===== src/rtl/frame_bank_scheduler.sv =====
// rtl/frame_bank_scheduler.sv - double-buffer bank scheduler between a frame writer and a VGA reader
// Writer fills the back bank; the banks swap only at a reader frame boundary once a full frame is ready.
module frame_bank_scheduler #(
  parameter int RESOLUTION_WIDTH  = 640,
  parameter int RESOLUTION_HEIGHT = 480,
  localparam int N  = RESOLUTION_WIDTH * RESOLUTION_HEIGHT,
  localparam int AW = $clog2(N)
) (
  input  logic          pclk,
  input  logic          rst_n,
  input  logic          wr_frame_start,
  input  logic          wr_pixel_dv,
  input  logic          wr_frame_done,
  input  logic          rd_frame_start,
  output logic          wr_en,
  output logic [AW-1:0] wr_addr,
  output logic          wr_bank,
  output logic          rd_bank,
  output logic          rd_frame_valid,
  output logic [7:0]    dropped_frames,
  output logic [7:0]    short_frames
);

  localparam int CW = $clog2(N + 1);
  localparam logic [CW-1:0] N_C    = CW'(N);
  localparam logic [AW-1:0] LAST_A = AW'(N - 1);

  typedef enum logic [1:0] {
    W_IDLE = 2'd0,
    W_FILL = 2'd1,
    W_DONE = 2'd2
  } w_state_t;

  w_state_t      r_state;
  logic [CW-1:0] r_count;
  logic          r_rd_bank;
  logic          r_valid;
  logic [7:0]    r_dropped;
  logic [7:0]    r_short;

  logic          w_accept;
  logic [CW-1:0] w_count_next;

  // A restart cycle does not write: its pixel would belong to the abandoned frame.
  assign w_accept     = (r_state == W_FILL) && wr_pixel_dv && !wr_frame_start && (r_count < N_C);
  assign w_count_next = r_count + CW'(w_accept);

  assign wr_en          = w_accept;
  assign wr_addr        = (r_count >= N_C) ? LAST_A : r_count[AW-1:0];
  assign rd_bank        = r_rd_bank;
  assign wr_bank        = ~r_rd_bank;
  assign rd_frame_valid = r_valid;
  assign dropped_frames = r_dropped;
  assign short_frames   = r_short;

  function automatic logic [7:0] sat_inc(input logic [7:0] v);
    return (v == 8'hFF) ? v : v + 8'd1;
  endfunction

  always_ff @(posedge pclk or negedge rst_n) begin
    if (!rst_n) begin
      r_state   <= W_IDLE;
      r_count   <= '0;
      r_rd_bank <= 1'b0;
      r_valid   <= 1'b0;
      r_dropped <= 8'd0;
      r_short   <= 8'd0;
    end else begin
      case (r_state)
        W_IDLE: begin
          if (wr_frame_start) begin
            r_state <= W_FILL;
            r_count <= '0;
          end
        end
        W_FILL: begin
          if (wr_frame_start) begin
            r_count <= '0;
            r_short <= sat_inc(r_short);
          end else begin
            r_count <= w_count_next;
            if (wr_frame_done) begin
              if (w_count_next == N_C) begin
                r_state <= W_DONE;
              end else begin
                r_state <= W_IDLE;
                r_short <= sat_inc(r_short);
              end
            end
          end
        end
        W_DONE: begin
          if (rd_frame_start) begin
            r_rd_bank <= ~r_rd_bank;
            r_valid   <= 1'b1;
            if (wr_frame_start) begin
              r_state <= W_FILL;
              r_count <= '0;
            end else begin
              r_state <= W_IDLE;
            end
          end else if (wr_frame_start) begin
            r_dropped <= sat_inc(r_dropped);
            r_state   <= W_FILL;
            r_count   <= '0;
          end
        end
        default: begin
          r_state <= W_IDLE;
          r_count <= '0;
        end
      endcase
    end
  end

endmodule


===== config.mk =====
export PLATFORM = sky130hd
export DESIGN_NAME = frame_bank_scheduler
export DESIGN_NICKNAME = d
export VERILOG_FILES = /design/src/rtl/frame_bank_scheduler.sv
export SDC_FILE = /design/constraint.sdc
export NUM_CORES = 1
export LEC_CHECK = 0
export ABC_AREA = 1
export BUFFER_PORTS_ARGS = -buffer_cell sky130_fd_sc_hd__buf_2
export CAP_MARGIN = 10
export CORE_MARGIN = 2
export CORE_UTILIZATION = 48
export DETAILED_ROUTE_END_ITERATION = 10
export PLACE_DENSITY = 0.66
export SYNTH_ARGS = -nofsm -noshare
export SYNTH_HDL_FRONTEND = slang
export SYNTH_SLANG_ARGS = --single-unit

===== constraint.sdc =====
create_clock -name pclk -period 3.15 [get_ports pclk]
set_input_delay 0.1575 -clock pclk [delete_from_list [all_inputs] [get_ports pclk]]
set_output_delay 0.1575 -clock pclk [all_outputs]
set_load 0.01 [all_outputs]

==> impl_metrics.json <==
{
  "cts_tree": "yes",
  "synth_area_um2": 2430,
  "std_cell_rows": 25,
  "fin_skew_ns": 0.00646,
  "maxSlewViolCount": 0,
  "ff2ff_path_depth": 19,
  "worstSkewPairLatency_ns": 0.30,
  "r2r_end": "short_frames[0]",
  "crit_path_start_kind": "register",
  "dieWidth_um": 75.2,
  "drc": 0,
  "violations": "hold timing",
  "globalRouteOverflowTotal": 0,
  "holdBufCountCts": 0,
  "rr_startpoint": "r_count[15]",
  "netlist_top_cells_area": "dfrtp_1, nand2_1, inv_1, nor2_1, nand3_1",
  "cts-buffers-inserted": 5,
  "antenna_found_initial": 0,
  "drive_gt1_share_pct": 21.7,
  "p_per_area_nw_per_um2": 445,
  "synth_top_area_share_pct": 40.1,
  "cts_root_buf": "clkbuf_8",
  "status": "finished with violations",
  "whs_ns": -0.0237,
  "maxCapViolations": 0,
  "n_fill_cell": 490,
  "syn-num-nets": 340,
  "hold_viol": 39,
  "worst-path-max-fanout": 8,
  "cp.required_ns": 3.38,
  "nets": 391,
  "startpoint": "r_count[15]",
  "h-tree-depth": 2,
  "grtUsageTotal_pct": 21.7,
  "crit_family": "simple AND/OR/NAND/NOR gates",
  "portBuffers": 44,
  "min_path_type": "in2async",
  "finalCritPeriodShare_pct": 90.5,
  "area_delta_synth_final_pct": 20.4,
  "path_class": "reg2reg",
  "core-area_um2": 4820,
  "routed_via_density": 5.09,
  "syn_inst": 330,
  "rrSetupSlack_ns": 0.30,
  "fin_setup_tns_ns": 0,
  "total_leakage_power_nw": 1.59,
  "tightest_slew_ns": 0.889,
  "arrival_ns": 3.08,
  "cp_cell_sequence": "inv_1 > o2111ai_1 > nand2_1 > inv_1 > nor2_2 > ha_4 > ha_4 > nand2_2 > nor2_4 > nand3_1 > nand2_1 > nand2_1 > nor2_1 > nand2_1 > nor3_4 > nand3_4 > nand3_4 > nand2_1 > nand2_1",
  "cp.depth": 19,
  "dp_cells": 439,
  "hpwlAfterDp_mm": 4.19,
  "grt_pass1_wl_mm": 9.33,
  "start_util_pct": 50.5,
  "synth_area_leader_cell": "dfrtp_1",
  "ys_seq_area_share_pct": 40.1,
  "first_pass_iters": 4,
  "gp_congestion": 0.891,
  "wirelength_mm": 5.70,
  "ios": 45,
  "clkTransAtPathRegs_ns": 0.08,
  "max-slew-margin-rel_pct": 40.7,
  "synth_seq_cells": 39,
  "post_dp_cell_area_um2": 2740,
  "synth_common_cells": "nand2_1, inv_1, dfrtp_1",
  "finalInstanceArea_um2": 2930,
  "cts_sinks": 39,
  "avgSynthCellArea_um2": 7.37,
  "period_needed_ns": 2.85,
  "drtIter0Drc": 176,
  "setup_ws_ns": 0.300,
  "synth-main-ff-cell": "dfrtp_1",
  "rsz0062_at_grt": "no",
  "cp_common_cell": "nand2_1",
  "ant_nets": 0,
  "wire_per_inst_um": 12.7,
  "dieArea_um2": 5650,
  "vias": 2287,
  "grt_start_max_net_pins": 40,
  "fin_cells": 449,
  "async_flop_share_pct": 100,
  "cp-end-kind": "register",
  "setup_viol_count_final": 0,
  "fmax_mhz": 351,
  "grt_pass1_vias": 2037,
  "cpMaxStageDelayCell": "dfrtp_1",
  "finish.utilization_pct": 60.8,
  "die_h_um": 75.2,
  "cts_buffer_depth": 2,
  "vdd_drop_max_uv": 376,
  "slowest_delay_ns": 0.41,
  "dp_worst_setup_slack_ns": 0.194,
  "synth.most_common_cell": "nand2_1",
  "endpoint": "short_frames[0]",
  "ys_types": 26,
  "crit_buf_inv": 2,
  "finalPower_mw": 1.30,
  "synth_edf_count": 0,
  "antennaDiodeCount": 0,
  "synth.yosys.warnings": 0
}
## repair_timing
action                                  4_1_cts  5_1_grt
gates resized for setup                       0        8
endpoints found under the setup margin        0        9
setup buffers                                 0        1
## worst register-to-register path: cells and delay by family, from the launching register on
kind / cells / cell delay, ns
AND/OR/NAND/NOR: 14 / 1.68
flip-flops: 1 / 0.41
adder cells (fa/ha/maj): 2 / 0.34
buffers and inverters: 2 / 0.23
AO/OA/AOI/OAI: 1 / 0.13
## cell type report
cell class	count	area, um^2	area share (%)
Multi-Input combinational cell	246	1330	45.5
Sequential cell	39	976	33.3
Timing Repair Buffer	47	243	8.29
Inverter	42	158	5.38
Tap cell	67	83.8	2.86
Clock buffer	5	68.8	2.35
Clock inverter	3	67.6	2.31
## flip-flops by register name (all words and copies together), names as in the netlist
register and cells:
dropped_frames 8, r_count 19, r_state 2, rd_bank 1, rd_frame_valid 1, short_frames 8
## cells in the final DEF (no fill, tap or decap), types with 3 or more instances in the layout
| cell | synthesis | layout |
|---|---|---|
| xor2_1 | 10 | 10 |
| nor2_2 | 3 | 6 |
| nand4_1 | 16 | 16 |
| o21ai_0 | 10 | 10 |
| nand3_2 | 2 | 4 |
| clkbuf_8 | 0 | 5 |
| nand3_1 | 22 | 21 |
| o22ai_1 | 12 | 12 |
| nor2_1 | 34 | 31 |
| xnor2_1 | 3 | 3 |
| nand2_1 | 108 | 108 |
| nand2_2 | 3 | 3 |
| buf_4 | 0 | 3 |
| buf_2 | 0 | 44 |
| dfrtp_1 | 39 | 39 |
| nor2_4 | 5 | 5 |
| inv_1 | 41 | 41 |
## where the power goes
| part | switching [mW] | total (mW) | internal, mW | leakage [nW] |
|---|---|---|---|---|
| combinational | 0.142 | 0.226 | 0.0836 | 1.02 |
| clock | 0.188 | 0.504 | 0.316 | 0.0644 |
| sequential | 0.0392 | 0.573 | 0.534 | 0.510 |
| total | 0.370 | 1.30 | 0.933 | 1.59 |
## layer usage
metal	part of all wire, %	global-route usage (%)
met4	1.0	6.43
met5	0	0
met3	4.1	4.02
met1	49	30.8
met2	46	33.9
## cells by family after synthesis
group	Yosys count	synth area share, %
and+or+nand+nor	202	39.8
buffers and inverters	46	7.10
DFF	39	40.1
AOI/OAI and AO/OA	26	6.28
xor gates and xnor gates	13	4.68
adders and majority gates	4	2.06
## how the worst min path moves through the flow
stage | startpoint | end | slack (ns)
floorplan | rst_n | dropped_frames[0] | -0.14
global placement | rst_n | r_count[4] | 0.34
detailed placement | rst_n | r_count[4] | 0.33
CTS | rst_n | r_count[4] | 0.009
global route | rst_n | r_count[2] | 0.05
finish | rst_n | r_count[3] | -0.02
(Power assumes the default switching activity.)
